### config.mk
export PLATFORM = sky130hd
export DESIGN_NAME = psk_frame_scheduler
export DESIGN_NICKNAME = d
export VERILOG_FILES = /design/src/rtl/psk_pkg.sv /design/src/rtl/sym_tick_gen.sv /design/src/rtl/psk_frame_scheduler.sv
export SDC_FILE = /design/constraint.sdc
export NUM_CORES = 1
export LEC_CHECK = 0
export ABC_AREA = 1
export BUFFER_PORTS_ARGS = -buffer_cell sky130_fd_sc_hd__buf_2
export CORE_MARGIN = 10
export CORE_UTILIZATION = 35
export DETAILED_ROUTE_END_ITERATION = 10
export GPL_TIMING_DRIVEN = 1
export SYNTH_ARGS = -nofsm -noshare
export SYNTH_HDL_FRONTEND = slang
export SYNTH_SLANG_ARGS = --single-unit
### constraint.sdc
create_clock -name clk -period 1.9 [get_ports clk]
set_input_delay 0.38 -clock clk [delete_from_list [all_inputs] [get_ports clk]]
set_output_delay 0.38 -clock clk [all_outputs]
set_load 0.02 [all_outputs]
### src/rtl/psk_pkg.sv
// Shared types and constants for the PSK frame scheduler.
// Latency: n/a (declarations only).
// Backpressure: n/a.
package psk_pkg;

  // Frame sequencing states
  typedef enum logic [2:0] {
    ST_IDLE = 3'd0,
    ST_PRE  = 3'd1,
    ST_HDR  = 3'd2,
    ST_PAY  = 3'd3,
    ST_DONE = 3'd4
  } state_t;

  // Header is one mode bit followed by the 8-bit payload length
  localparam int HDR_LEN = 9;

  // Payload symbols needed to carry one byte
  localparam int SPB_BPSK = 8;
  localparam int SPB_QPSK = 4;

  // Default preamble bit pattern
  localparam logic [31:0] PRE_PAT_DEF = 32'hA5F0_A5F0;

endpackage

### src/rtl/sym_tick_gen.sv
// Symbol-rate tick generator: one-cycle tick every SYM_DIV enabled cycles.
// Latency: tick is combinational on the clear cycle, then every SYM_DIV cycles.
// Backpressure: none; counts freely while enabled.
module sym_tick_gen #(
  parameter int SYM_DIV = 8
) (
  input  logic clk,
  input  logic rst,
  input  logic clr,
  input  logic en,
  output logic tick
);

  localparam int CW = (SYM_DIV > 2) ? $clog2(SYM_DIV) : 1;
  localparam logic [CW-1:0] LAST = CW'(SYM_DIV - 1);

  logic [CW-1:0] cnt_q, cnt_d;

  // Clear restarts the period and ticks immediately; otherwise wrap at LAST
  always_comb begin
    tick  = clr | (en & (cnt_q == LAST));
    cnt_d = cnt_q;
    if (clr) begin
      cnt_d = '0;
    end else if (en) begin
      cnt_d = (cnt_q == LAST) ? '0 : cnt_q + 1'b1;
    end
  end

  // Divider counter register
  always_ff @(posedge clk) begin
    if (rst) cnt_q <= '0;
    else     cnt_q <= cnt_d;
  end

endmodule

### src/rtl/psk_frame_scheduler.sv
// Sequences one PSK burst: BPSK preamble, BPSK header, BPSK/QPSK payload bytes.
// Latency: first symbol one cycle after start accept; one symbol per SYM_DIV cycles.
// Backpressure: byte_rdy gated by a one-entry hold register; an empty hold at a byte boundary gives an idle underrun symbol.
module psk_frame_scheduler
  import psk_pkg::*;
#(
  parameter int          SYM_DIV = 8,
  parameter int          PRE_LEN = 16,
  parameter logic [31:0] PRE_PAT = PRE_PAT_DEF,
  parameter int          M       = 8
) (
  input  logic         clk,
  input  logic         rst,
  input  logic         start,
  input  logic         qpsk_en,
  input  logic [7:0]   len,
  input  logic [7:0]   byte_data,
  input  logic         byte_vld,
  output logic         byte_rdy,
  output logic [M-1:0] sym,
  output logic         sym_vld,
  output logic         bypass,
  output logic         busy,
  output logic         done,
  output logic         underrun
);

  localparam logic [5:0] PRE_LEN_C = 6'(PRE_LEN);
  localparam logic [5:0] HDR_LEN_C = 6'(HDR_LEN);

  state_t         state_q, state_d;
  logic [M-1:0]   sym_q, sym_d;
  logic           sym_vld_q, sym_vld_d;
  logic           bypass_q, bypass_d;
  logic           busy_q, busy_d;
  logic           done_q, done_d;
  logic           underrun_q, underrun_d;
  logic           qpsk_q, qpsk_d;
  logic [7:0]     len_q, len_d;
  logic [7:0]     hold_q, hold_d;
  logic           hold_full_q, hold_full_d;
  logic [7:0]     shift_q, shift_d;
  logic [7:0]     fetched_q, fetched_d;
  logic [7:0]     byte_cnt_q, byte_cnt_d;
  logic [5:0]     sym_cnt_q, sym_cnt_d;

  logic       tick;
  logic       start_acc;
  logic       xfer;
  logic [5:0] spb;
  logic [4:0] pre_idx;
  logic       pre_bit;
  logic [8:0] hdr_word;
  logic [3:0] hdr_idx;
  logic       hdr_bit;

  // Start is only honoured in IDLE; ignored while a frame is in flight
  assign start_acc = (state_q == ST_IDLE) & start;
  assign byte_rdy  = busy_q & ~hold_full_q & (fetched_q < len_q);
  assign xfer      = byte_vld & byte_rdy;
  assign spb       = qpsk_q ? 6'(SPB_QPSK) : 6'(SPB_BPSK);

  // Preamble sent MSB first of the low PRE_LEN bits; the accept tick sends bit PRE_LEN-1
  assign pre_idx  = 5'(PRE_LEN - 1) - ((state_q == ST_PRE) ? sym_cnt_q[4:0] : 5'd0);
  assign pre_bit  = PRE_PAT[pre_idx];
  // Header word: mode bit then length MSB first; the PRE->HDR tick sends bit 8
  assign hdr_word = {qpsk_q, len_q};
  assign hdr_idx  = 4'd8 - ((state_q == ST_HDR) ? sym_cnt_q[3:0] : 4'd0);
  assign hdr_bit  = hdr_word[hdr_idx];

  sym_tick_gen #(
    .SYM_DIV (SYM_DIV)
  ) u_tick (
    .clk  (clk),
    .rst  (rst),
    .clr  (start_acc),
    .en   (busy_q),
    .tick (tick)
  );

  // Next-state: byte intake, per-tick symbol selection and frame sequencing
  always_comb begin
    logic       do_bpsk, bpsk_bit, do_pay, do_bound, do_end;
    logic [7:0] pay_v;

    state_d     = state_q;
    sym_d       = sym_q;
    sym_vld_d   = sym_vld_q;
    bypass_d    = bypass_q;
    busy_d      = busy_q;
    done_d      = 1'b0;
    underrun_d  = 1'b0;
    qpsk_d      = qpsk_q;
    len_d       = len_q;
    hold_d      = hold_q;
    hold_full_d = hold_full_q;
    shift_d     = shift_q;
    fetched_d   = fetched_q;
    byte_cnt_d  = byte_cnt_q;
    sym_cnt_d   = sym_cnt_q;
    do_bpsk     = 1'b0;
    bpsk_bit    = 1'b0;
    do_pay      = 1'b0;
    do_bound    = 1'b0;
    do_end      = 1'b0;
    pay_v       = shift_q;

    if (xfer) begin
      hold_d      = byte_data;
      hold_full_d = 1'b1;
      fetched_d   = fetched_q + 8'd1;
    end

    if (state_q == ST_DONE) state_d = ST_IDLE;

    if (tick) begin
      unique case (state_q)
        ST_IDLE: begin
          state_d     = ST_PRE;
          busy_d      = 1'b1;
          qpsk_d      = qpsk_en;
          len_d       = len;
          fetched_d   = 8'd0;
          byte_cnt_d  = 8'd0;
          hold_full_d = 1'b0;
          sym_cnt_d   = 6'd1;
          do_bpsk     = 1'b1;
          bpsk_bit    = pre_bit;
        end
        ST_PRE: begin
          do_bpsk = 1'b1;
          if (sym_cnt_q == PRE_LEN_C) begin
            state_d   = ST_HDR;
            sym_cnt_d = 6'd1;
            bpsk_bit  = hdr_bit;
          end else begin
            sym_cnt_d = sym_cnt_q + 6'd1;
            bpsk_bit  = pre_bit;
          end
        end
        ST_HDR: begin
          if (sym_cnt_q == HDR_LEN_C) begin
            if (len_q == 8'd0) begin
              do_end = 1'b1;
            end else begin
              state_d  = ST_PAY;
              do_bound = 1'b1;
            end
          end else begin
            do_bpsk   = 1'b1;
            bpsk_bit  = hdr_bit;
            sym_cnt_d = sym_cnt_q + 6'd1;
          end
        end
        ST_PAY: begin
          if ((sym_cnt_q == spb) && (byte_cnt_q == len_q)) begin
            do_end = 1'b1;
          end else if ((sym_cnt_q == spb) || (sym_cnt_q == 6'd0)) begin
            do_bound = 1'b1;
          end else begin
            do_pay    = 1'b1;
            sym_cnt_d = sym_cnt_q + 6'd1;
          end
        end
        default: ;
      endcase
    end

    // Byte boundary: move hold into the shifter, or idle the period and retry next tick
    if (do_bound) begin
      if (hold_full_q) begin
        do_pay      = 1'b1;
        pay_v       = hold_q;
        hold_full_d = 1'b0;
        byte_cnt_d  = byte_cnt_q + 8'd1;
        sym_cnt_d   = 6'd1;
      end else begin
        underrun_d = 1'b1;
        sym_vld_d  = 1'b0;
        sym_d      = '0;
        bypass_d   = ~qpsk_q;
        sym_cnt_d  = 6'd0;
      end
    end

    if (do_pay) begin
      sym_vld_d = 1'b1;
      sym_d     = '0;
      if (qpsk_q) begin
        sym_d[1:0] = pay_v[7:6];
        shift_d    = {pay_v[5:0], 2'b00};
        bypass_d   = 1'b0;
      end else begin
        sym_d[1:0] = {2{pay_v[7]}};
        shift_d    = {pay_v[6:0], 1'b0};
        bypass_d   = 1'b1;
      end
    end

    if (do_bpsk) begin
      sym_vld_d  = 1'b1;
      sym_d      = '0;
      sym_d[1:0] = {2{bpsk_bit}};
      bypass_d   = 1'b1;
    end

    if (do_end) begin
      state_d   = ST_DONE;
      sym_vld_d = 1'b0;
      sym_d     = '0;
      bypass_d  = 1'b0;
      busy_d    = 1'b0;
      done_d    = 1'b1;
    end
  end

  // State and registered outputs; reset drops any partial frame
  always_ff @(posedge clk) begin
    if (rst) begin
      state_q     <= ST_IDLE;
      sym_q       <= '0;
      sym_vld_q   <= 1'b0;
      bypass_q    <= 1'b0;
      busy_q      <= 1'b0;
      done_q      <= 1'b0;
      underrun_q  <= 1'b0;
      qpsk_q      <= 1'b0;
      len_q       <= 8'd0;
      hold_q      <= 8'd0;
      hold_full_q <= 1'b0;
      shift_q     <= 8'd0;
      fetched_q   <= 8'd0;
      byte_cnt_q  <= 8'd0;
      sym_cnt_q   <= 6'd0;
    end else begin
      state_q     <= state_d;
      sym_q       <= sym_d;
      sym_vld_q   <= sym_vld_d;
      bypass_q    <= bypass_d;
      busy_q      <= busy_d;
      done_q      <= done_d;
      underrun_q  <= underrun_d;
      qpsk_q      <= qpsk_d;
      len_q       <= len_d;
      hold_q      <= hold_d;
      hold_full_q <= hold_full_d;
      shift_q     <= shift_d;
      fetched_q   <= fetched_d;
      byte_cnt_q  <= byte_cnt_d;
      sym_cnt_q   <= sym_cnt_d;
    end
  end

  assign sym      = sym_q;
  assign sym_vld  = sym_vld_q;
  assign bypass   = bypass_q;
  assign busy     = busy_q;
  assign done     = done_q;
  assign underrun = underrun_q;

endmodule

==> results.sh, run 1 <==
export IMPL_crit_start="len_q[1]$_SDFFE_PP0P_"
export IMPL_cts_tree="yes"
export IMPL_syn_area_mm2=0.00355
export IMPL_critPathBufInv=3
export IMPL_cts_inserted_buffers=9
export IMPL_dp_hpwl_mm=7.12
export IMPL_status="finished with violations"
export IMPL_via_per_inst=4.92
export IMPL_worst_clock_skew_ns=0.00564
export IMPL_critPathTopFamily="simple AND/OR/NAND/NOR gates"
export IMPL_muxShareOfSynthArea_pct=0
export IMPL_die_w_um=121
export IMPL_cp_cell_sequence="inv_2, ha_4, o21ai_1, nand2_1, nand3_1, nand2_1, nand4_1, nand3_1, inv_1, buf_6"
export IMPL_wl_per_cell_um=13.2
export IMPL_cts_sinks=60
export IMPL_yosysUniqueCellTypes=38
export IMPL_p_leak_nw=2.24
export IMPL_num_antenna_cells=0
export IMPL_synth_compound_area_share_pct=15.7
export IMPL_path_class="reg2out"
export IMPL_peakVddDrop_uv=528
export IMPL_grt_max_degree=21
export IMPL_gp_congestion=0.896
export IMPL_clock_root_buffer="clkbuf_8"
export IMPL_cp_max_fo=2
export IMPL_fp_dieH_um=121
export IMPL_fillers=960
export IMPL_violations="setup timing"
export IMPL_yosys_area_share_simple_pct=31.2
export IMPL_nets=668
export IMPL_finalWorstSetupSlack_ns=-0.106
export IMPL_grtUsageTotal_pct=12.9
export IMPL_synth_xor_area_share_pct=2.71
export IMPL_ctsHoldBuffers=0
export IMPL_grt_overflow_total=0
export IMPL_timing_final_crit_share_pct=106
export IMPL_rsz0062_at_grt="yes"
export IMPL_powerDensity_mw_per_mm2=654
export IMPL_cp_slowest_stage_delay_ns=0.34
export IMPL_crit_cells=10
export IMPL_worstSetupStartpointType="register"
export IMPL_finalSetupTns_ns=-0.122
export IMPL_hold_violations=0
export IMPL_max_freq_mhz=498
export IMPL_die_area_mm2=0.0146
export IMPL_htree_levels=3
export IMPL_synth_top_family_by_area="simple AND/OR/NAND/NOR gates"
export IMPL_r2r_start="sym_cnt_q[1]$_SDFFE_PP0P_"
export IMPL_synth_area_per_cell_um2=6.64
export IMPL_fin_crit_ns=2.01
export IMPL_drc=0
export IMPL_drt_initial_drc_count=180
export IMPL_maxCapViolCount=0
export IMPL_crit_slowest_cell="dfxtp_2"
export IMPL_ys_ff_latch=60
export IMPL_wirelength_mm=10.2
export IMPL_yosysWarnings=0
export IMPL_maxSlewViolCount=0
export IMPL_clk_pin_slew_ns=0.08
export IMPL_ioPinCount=35
export IMPL_std_cell_rows=36
export IMPL_synth_adder_area_share_pct=5.28
export IMPL_critPathCaptureType="output pin"
export IMPL_stdcell_area_mm2=0.00508
export IMPL_finalSetupViolCount=2
export IMPL_synth_seq_area_share_pct=33.8
export IMPL_clk_latency_ns=0.35
export IMPL_hold_path_depth=3
export IMPL_cts_max_path_buffers=2
export IMPL_coreArea_mm2=0.00982
export IMPL_worstHoldStart="byte_data[5]"
export IMPL_drive_gt1_share_pct=38.6
export IMPL_io_buffers=28
export IMPL_area_growth_pct=43.0
export IMPL_drtAntennaViolNets=0
export IMPL_syn_inst=535
export IMPL_worstRegToRegCells=13
export IMPL_placedInstanceArea_mm2=0.00417
export IMPL_worstHoldPathType="in2reg"
export IMPL_grt_antenna_before_repair=0
export IMPL_grt_pass1_wl_mm=15.8
export IMPL_required_ns=1.52
export IMPL_via_count=3789
export IMPL_start_util_pct=36.2
export IMPL_drtPass1Iterations=5
export IMPL_crit_arrival_ns=1.63
export IMPL_grt_pass1_vias=3539
placed cells by master, fill, tap and decap left out, drive strengths merged, types with 2 or more instances in the layout:
master,n
clkinv,3
nor2,46
nor3,9
ha,15
conb,6
clkinvlp,2
clkbuf,10
o211ai,4
xor2,5
a31oi,2
inv,69
a22oi,2
dfxtp,60
o21ai,34
a211oi,3
a21oi,52
nand3,50
nand4,3
nand2,147
xnor2,6
buf,102
layer usage:
layer	up-vias	GRT usage [%]	routed length [um]
met3	18	3.26	469
met1	1774	15.5	4630
met5	-	0	0
met4	0	4.83	189
li1	1923	-	-
met2	74	21.7	4880
final cells by class:
type / instances / area [um^2] / share of cell area [%]
well taps: 133 / 166 / 3.27
flip-flops and latches: 60 / 1220 / 24.1
clock inverters: 6 / 71.3 / 1.40
inverters: 69 / 277 / 5.44
clock buffers: 10 / 138 / 2.71
repair buffers: 102 / 771 / 15.2
multi-input cells: 390 / 2440 / 47.9
through the flow:
stage / total power, mW / hold WS [ns] / util (%) / std cells / setup WS (ns)
2_1_floorplan: 1.73 / 0.425 / - / 540 / 0.0261
3_3_place_gp: 1.95 / 0.445 / 42.5 / 735 / -0.0223
3_5_place_dp: 1.95 / 0.448 / 42.5 / 735 / -0.0552
4_1_cts: 3.24 / 0.257 / 46.5 / 757 / -0.117
5_1_grt: 3.48 / 0.267 / 51.8 / 770 / -0.208
6_report: 3.32 / 0.267 / 51.8 / 770 / -0.106
sequential cells by signal, indices dropped and copies added, names as in the netlist:
register      flops
underrun          1
hold_full_q       1
done              1
qpsk_q            1
len_q             8
fetched_q         8
sym_cnt_q         6
byte_cnt_q        8
u_tick.cnt_q      3
shift_q           7
state_q           3
sym_vld           1
sym               2
busy              1
hold_q            8
bypass            1
synthesized netlist by cell type:
| master | number | area (um^2) |
|---|---|---|
| nand3_2 | 1 | 10.0 |
| clkinv_2 | 1 | 5.00 |
| a211oi_1 | 3 | 22.5 |
| nand2_1 | 139 | 522 |
| nor4_1 | 1 | 6.26 |
| nand2_2 | 5 | 31.3 |
| nor2_1 | 42 | 158 |
| nor2_2 | 3 | 18.8 |
| o21ai_0 | 32 | 160 |
| xnor2_1 | 6 | 52.6 |
| o211ai_1 | 4 | 30.0 |
| o21ai_1 | 2 | 10.0 |
| a21oi_4 | 1 | 16.3 |
| nand4_1 | 3 | 18.8 |
| buf_6 | 3 | 33.8 |
| a22oi_1 | 2 | 15.0 |
| o21a_1 | 1 | 7.51 |
| buf_2 | 4 | 20.0 |
| buf_4 | 8 | 60.1 |
| clkinv_1 | 1 | 3.75 |
| or2_0 | 1 | 6.26 |
| clkbuf_1 | 7 | 26.3 |
| o22ai_1 | 1 | 6.26 |
| nor3_1 | 9 | 45.0 |
| conb_1 | 1 | 3.75 |
| ha_1 | 15 | 188 |
| xor2_1 | 5 | 43.8 |
| a21oi_1 | 51 | 255 |
| nor2_4 | 1 | 11.3 |
| nand3_4 | 1 | 17.5 |
| dfxtp_1 | 60 | 1200 |
| inv_1 | 62 | 233 |
| a31oi_1 | 2 | 12.5 |
| o2111a_1 | 1 | 11.3 |
| inv_2 | 5 | 18.8 |
| o211a_1 | 1 | 10.0 |
| nand2_4 | 2 | 22.5 |
| nand3_1 | 48 | 240 |
worst reg2reg max path, stage by stage (launching register included):
cell	delay, ns
dfxtp_2	0.33
inv_2	0.08
ha_4	0.16
nand2_4	0.05
nor2_4	0.14
nand2_4	0.07
a21oi_4	0.13
nand2_2	0.07
nand2_4	0.12
nand3_4	0.20
clkinv_4	0.14
nand2_2	0.04
or2_0	0.19
a21oi_1	0.12
repair_timing:
action / CTS / global route
cloned: 0 / 1
pin swaps: 16 / 51
setup endpoints to repair: 21 / 46
buffers inserted: 7 / 14
gates resized for setup: 41 / 124
where the power goes:
part           leakage (nW)  switching, mW  total, mW  internal (mW)
Sequential            0.496         0.0460       1.37           1.32
Clock                0.0991          0.595       1.25          0.650
Combinational          1.64          0.422      0.713          0.292
final timing paths:
path / slack, ns / end
max: -0.11 / byte_rdy
min: 0.27 / hold_q[5]$_SDFFE_PP0N_
max reg2reg: -0.02 / byte_cnt_q[2]$_SDFF_PP0_
min reg2reg: 0.46 / hold_q[7]$_SDFFE_PP0N_
kinds of logic after synthesis:
logic type,count (synthesis)
adders and majority gates,15
AOI/OAI and AO/OA,101
other,1
buffers and inverters,91
xor gates and xnor gates,11
and+or+nand+nor,256
DFF,60
(Power assumes the default switching activity.)
==> run 2: changes to the inputs <==
Settings changed: BUFFER_PORTS_ARGS -buffer_cell sky130_fd_sc_hd__buf_2 to -buffer_cell sky130_fd_sc_hd__buf_4.
==> results.sh, run 2 (synthesized netlist as in run 1, its figures left out) <==
export IMPL_r2r_setup_slack_ns=-0.02
export IMPL_violations="setup timing"
export IMPL_hold_violations=0
export IMPL_timing_final_crit_share_pct=106
export IMPL_clock_root_buffer="clkbuf_8"
export IMPL_finalWorstSetupSlack_ns=-0.121
export IMPL_path_class="reg2out"
export IMPL_drt_initial_drc_count=175
export IMPL_critPathCaptureType="output pin"
export IMPL_hold_ws_ns=0.274
export IMPL_crit_cells=7
export IMPL_worstHoldStart="byte_data[1]"
export IMPL_tightestPinTransition_ns=1.17
export IMPL_powerDensity_mw_per_mm2=650
export IMPL_drc=0
export IMPL_drtAntennaViolNets=0
export IMPL_worstSetupStartpointType="register"
export IMPL_wl_per_cell_um=13.5
export IMPL_dp_hpwl_mm=7.03
export IMPL_cts_sinks=60
export IMPL_grt_pass1_vias=3623
export IMPL_drive_gt1_share_pct=42.8
export IMPL_hold_path_depth=3
export IMPL_drtPass1Iterations=5
export IMPL_clk_latency_ns=0.36
export IMPL_num_antenna_cells=0
export IMPL_htree_levels=3
export IMPL_p_total_mw=3.49
export IMPL_start_util_pct=36.2
export IMPL_worstRegToRegCells=15
export IMPL_fillers=922
export IMPL_maxCapViolCount=0
export IMPL_grt_overflow_total=0
export IMPL_required_ns=1.52
export IMPL_via_per_inst=4.92
export IMPL_worst_clock_skew_ns=0.0122
export IMPL_std_cell_rows=36
export IMPL_max_freq_mhz=495
export IMPL_grt_pass1_wl_mm=16.5
export IMPL_cts_max_path_buffers=2
export IMPL_cts_inserted_buffers=9
export IMPL_peakVddDrop_uv=451
export IMPL_clk_pin_slew_ns=0.08
export IMPL_wirelength_mm=10.5
export IMPL_die_area_mm2=0.0146
export IMPL_nets=671
export IMPL_cp_max_fo=2
export IMPL_finalSetupViolCount=6
export IMPL_p_leak_nw=2.33
export IMPL_crit_slowest_cell="dfxtp_1"
export IMPL_gp_congestion=0.881
export IMPL_cts_tree="yes"
export IMPL_grtUsageTotal_pct=13.6
export IMPL_maxSlewViolCount=0
export IMPL_ioPinCount=35
export IMPL_fin_crit_ns=2.02
export IMPL_die_w_um=121
export IMPL_dp_cells=731
export IMPL_critPathTopFamily="flip-flops"
export IMPL_fp_dieH_um=121
export IMPL_final_cell_mix="nand2_1, buf_4, inv_1"
export IMPL_critPathBufInv=2
export IMPL_final_common_cell="nand2_1"
export IMPL_fin_cells=773
export IMPL_r2r_start="sym_cnt_q[1]$_SDFFE_PP0P_"
export IMPL_io_buffers=28
export IMPL_r2r_end="shift_q[6]$_SDFFE_PP0P_"
export IMPL_area_growth_pct=51.0
export IMPL_grt_antenna_before_repair=0
export IMPL_min_to="hold_q[1]$_SDFFE_PP0N_"
export IMPL_cp_cell_sequence="ha_4, a21oi_1, nand2_1, nand4_1, nand3_1, inv_1, buf_6"
export IMPL_grt_max_degree=28
export IMPL_relSlewSlack_pct=21.9
export IMPL_status="finished with violations"
export IMPL_via_count=3805
export IMPL_finalSetupTns_ns=-0.179
export IMPL_worstHoldPathType="in2reg"
export IMPL_crit_arrival_ns=1.64
export IMPL_rsz0062_at_grt="yes"
export IMPL_coreArea_mm2=0.00982
export IMPL_cp_slowest_stage_delay_ns=0.43
## run 2: cell types whose count changed in the layout (fill, tap and decap cells not counted), sizes merged
| cell | delta |
|---|---|
| buf | +4 |
| bufinv | +1 |
| clkbuf | -1 |
| clkinv | +1 |
| clkinvlp | -1 |
| nand2 | -1 |
## run 2: layout make-up
class	count	area (um^2)	share of cell area, %
Clock inverter	7	98.8	1.84
Inverter	69	277	5.15
Sequential cell	60	1220	22.8
Clock buffer	9	124	2.31
Timing Repair Buffer	106	927	17.3
Multi-Input combinational cell	389	2550	47.5
Tap cell	133	166	3.10
## run 2: tightest hold or removal path: stages
cell,delay [ns]
buf_4,0.11
nand2_1,0.05
a21oi_1,0.05
## run 2: metal layers
| layer | global-route usage [%] | vias to the layer above | share of wire [%] |
|---|---|---|---|
| li1 | - | 1932 | - |
| met1 | 15.9 | 1779 | 44 |
| met2 | 23.6 | 83 | 50 |
| met3 | 3.91 | 11 | 4.9 |
| met4 | 4.07 | 0 | 0.86 |
| met5 | 0 | - | 0 |
## run 2: worst max path at each step
stage	from	end	slack [ns]
2_1_floorplan	len_q[5]$_SDFFE_PP0P_	fetched_q[5]$_SDFF_PP0_	0.03
3_3_place_gp	u_tick.cnt_q[0]$_SDFFE_PP0P_	fetched_q[1]$_SDFF_PP0_	-0.05
3_5_place_dp	u_tick.cnt_q[0]$_SDFFE_PP0P_	fetched_q[1]$_SDFF_PP0_	-0.09
4_1_cts	fetched_q[5]$_SDFF_PP0_	byte_rdy	-0.15
5_1_grt	len_q[7]$_SDFFE_PP0P_	byte_rdy	-0.22
6_report	fetched_q[3]$_SDFF_PP0_	byte_rdy	-0.12
## run 2: metrics by stage
step | setup WS [ns] | utilization, % | area [um^2]
finish | -0.121 | 54.7 | 5370
global route | -0.215 | 54.7 | 5370
floorplan | 0.0261 | - | 3570
CTS | -0.148 | 48.2 | 4730
global placement | -0.0508 | 43.0 | 4230
detailed placement | -0.0934 | 43.0 | 4230
## run 2: power breakdown
group          total, mW  internal (mW)  switching [mW]
logic              0.791          0.342           0.449
registers           1.36           1.32          0.0447
clock network       1.34          0.747           0.588
total               3.49           2.41            1.08
## run 2: what timing repair did
action                     4_1_cts  5_1_grt
setup endpoints to repair       28       48
cloned                           1        0
gates resized for setup         52      146
setup buffers                   12       18
hold buffers                     0        0
pin swaps                       16       48
==> run 3: changes to the inputs <==
Settings changed: BUFFER_PORTS_ARGS -buffer_cell sky130_fd_sc_hd__buf_4 to default, DONT_BUFFER_PORTS from default to 1, SLEW_MARGIN from default to 20.
==> results.sh, run 3 (synthesized netlist as in run 1, its figures left out) <==
export IMPL_status="finished with violations"
export IMPL_violations="setup timing"
export IMPL_drive_gt1_share_pct=37.9
export IMPL_fp_dieH_um=121
export IMPL_final_cell_mix="nand2_1, buf_4, inv_1"
export IMPL_finalSetupViolCount=5
export IMPL_rsz0062_at_grt="yes"
export IMPL_clk_pin_slew_ns=0.08
export IMPL_powerDensity_mw_per_mm2=637
export IMPL_coreArea_mm2=0.00982
export IMPL_worst_clock_skew_ns=0.0129
export IMPL_std_cell_rows=36
export IMPL_grt_antenna_before_repair=0
export IMPL_r2r_end="shift_q[6]$_SDFFE_PP0P_"
export IMPL_clock_root_buffer="clkbuf_8"
export IMPL_seqPwrFrac_pct=42.8
export IMPL_die_w_um=121
export IMPL_crit_start="len_q[1]$_SDFFE_PP0P_"
export IMPL_cts_sinks=60
export IMPL_die_area_mm2=0.0146
export IMPL_p_switching_mw=1.01
export IMPL_fin_cells=742
export IMPL_dp_hpwl_mm=7.01
export IMPL_num_antenna_cells=0
export IMPL_critPathCaptureType="output pin"
export IMPL_gp_congestion=0.869
export IMPL_grt_overflow_total=0
export IMPL_final_common_cell="nand2_1"
export IMPL_r2r_setup_slack_ns=-0.04
export IMPL_worstRegToRegCells=14
export IMPL_maxCapViolCount=0
export IMPL_p_comb_share_pct=22.2
export IMPL_max_freq_mhz=516
export IMPL_placedInstanceArea_mm2=0.00402
export IMPL_nets=641
export IMPL_hold_path_depth=1
export IMPL_start_util_pct=36.2
export IMPL_p_clk_share_pct=35.0
export IMPL_cts_tree="yes"
export IMPL_dp_cells=704
export IMPL_via_count=3687
export IMPL_drt_initial_drc_count=213
export IMPL_hold_violations=0
export IMPL_ioPinCount=35
export IMPL_crit_arrival_ns=1.56
export IMPL_intPower_mw=2.21
export IMPL_p_leak_nw=2.20
export IMPL_fillers=918
export IMPL_power_share_switching_pct=31.2
export IMPL_wirelength_mm=10.2
export IMPL_grt_max_degree=22
export IMPL_worstHoldPathType="in2reg"
export IMPL_stdcell_area_mm2=0.00505
export IMPL_cts_max_path_buffers=2
export IMPL_cts_inserted_buffers=9
export IMPL_grt_pass1_vias=3497
export IMPL_timing_final_crit_share_pct=102
export IMPL_clk_latency_ns=0.34
export IMPL_path_class="reg2out"
export IMPL_htree_levels=3
export IMPL_fin_util_pct=51.5
export IMPL_fin_crit_ns=1.94
export IMPL_grtUsageTotal_pct=13.5
export IMPL_area_growth_pct=42.3
export IMPL_r2r_start="sym_cnt_q[0]$_SDFFE_PP0P_"
export IMPL_cp_max_fo=2
export IMPL_required_ns=1.52
export IMPL_grt_pass1_wl_mm=16.3
export IMPL_peakVddDrop_uv=499
export IMPL_drtPass1Iterations=4
export IMPL_finalSetupTns_ns=-0.136
export IMPL_drc=0
export IMPL_worstSetupStartpointType="register"
export IMPL_io_buffers=0
export IMPL_via_per_inst=4.97
export IMPL_wl_per_cell_um=13.8
export IMPL_finalWorstSetupSlack_ns=-0.0397
export IMPL_crit_end="byte_rdy"
export IMPL_maxSlewViolCount=0
export IMPL_drtAntennaViolNets=0
run 3: cell count changes in the layout (fill, tap and decap cells not counted), moves of 7 or more:
cell | previous run | this run
nand3_2 | 20 | 12
buf_4 | 88 | 58
nand2_4 | 7 | 16
o21ai_1 | 5 | 12
nand3_1 | 25 | 36
nand2_2 | 28 | 21
run 3: through the flow:
step	power (mW)	hold slack [ns]	setup slack, ns
floorplan	1.73	0.425	0.0261
global placement	1.91	0.449	-0.0693
detailed placement	1.92	0.455	-0.154
CTS	3.08	0.0813	-0.0885
global route	3.38	0.0690	-0.179
finish	3.22	0.0885	-0.0397
run 3: timing repair:
action / 4_1_cts / 5_1_grt
gates resized for setup: 26 / 163
cloned: 0 / 2
endpoints found under the setup margin: 23 / 55
buffers inserted: 4 / 20
hold buffers: 0 / 0
pin swaps: 9 / 76
endpoints found under the hold margin: 0 / 0
run 3: worst min-delay path by stage:
stage                      startpoint                      to
6_report                          rst  hold_q[5]$_SDFFE_PP0N_
5_1_grt                           rst  hold_q[4]$_SDFFE_PP0N_
4_1_cts                           rst  hold_q[5]$_SDFFE_PP0N_
3_5_place_dp                      rst  hold_q[5]$_SDFFE_PP0N_
3_3_place_gp   hold_q[3]$_SDFFE_PP0N_  hold_q[3]$_SDFFE_PP0N_
2_1_floorplan  hold_q[6]$_SDFFE_PP0N_  hold_q[6]$_SDFFE_PP0N_
run 3: area by class of cell:
class                           count  area (um^2)  share of cell area, %
Multi-Input combinational cell    390         2520                   49.8
Clock buffer                       10          128                   2.52
Tap cell                          133          166                   3.29
Sequential cell                    60         1220                   24.2
Timing Repair Buffer               75          693                   13.7
Clock inverter                      5         53.8                   1.06
Inverter                           69          277                   5.47
run 3: critical path: stages, from the launching register on:
cell	delay (ns)
dfxtp_2	0.35
inv_4	0.04
ha_4	0.22
o21ai_1	0.06
nand2_1	0.06
nand3_1	0.07
nand2_1	0.07
nand4_1	0.11
nand3_2	0.12
inv_4	0.11
run 3: metal layers:
metal	up-vias	part of all wire, %	track usage [%]
met4	0	1.6	3.92
met5	-	0	0
li1	1868	-	-
met1	1723	42	15.3
met3	14	5.6	4.51
met2	82	51	23.6
run 3: power groups by stage:
stage | combinational, mW | sequential, mW | clock, mW
global placement | 0.516 | 1.39 | 0
floorplan | 0.337 | 1.40 | 0
finish | 0.715 | 1.38 | 1.13
detailed placement | 0.524 | 1.40 | 0
global route | 0.789 | 1.39 | 1.20
CTS | 0.564 | 1.37 | 1.15
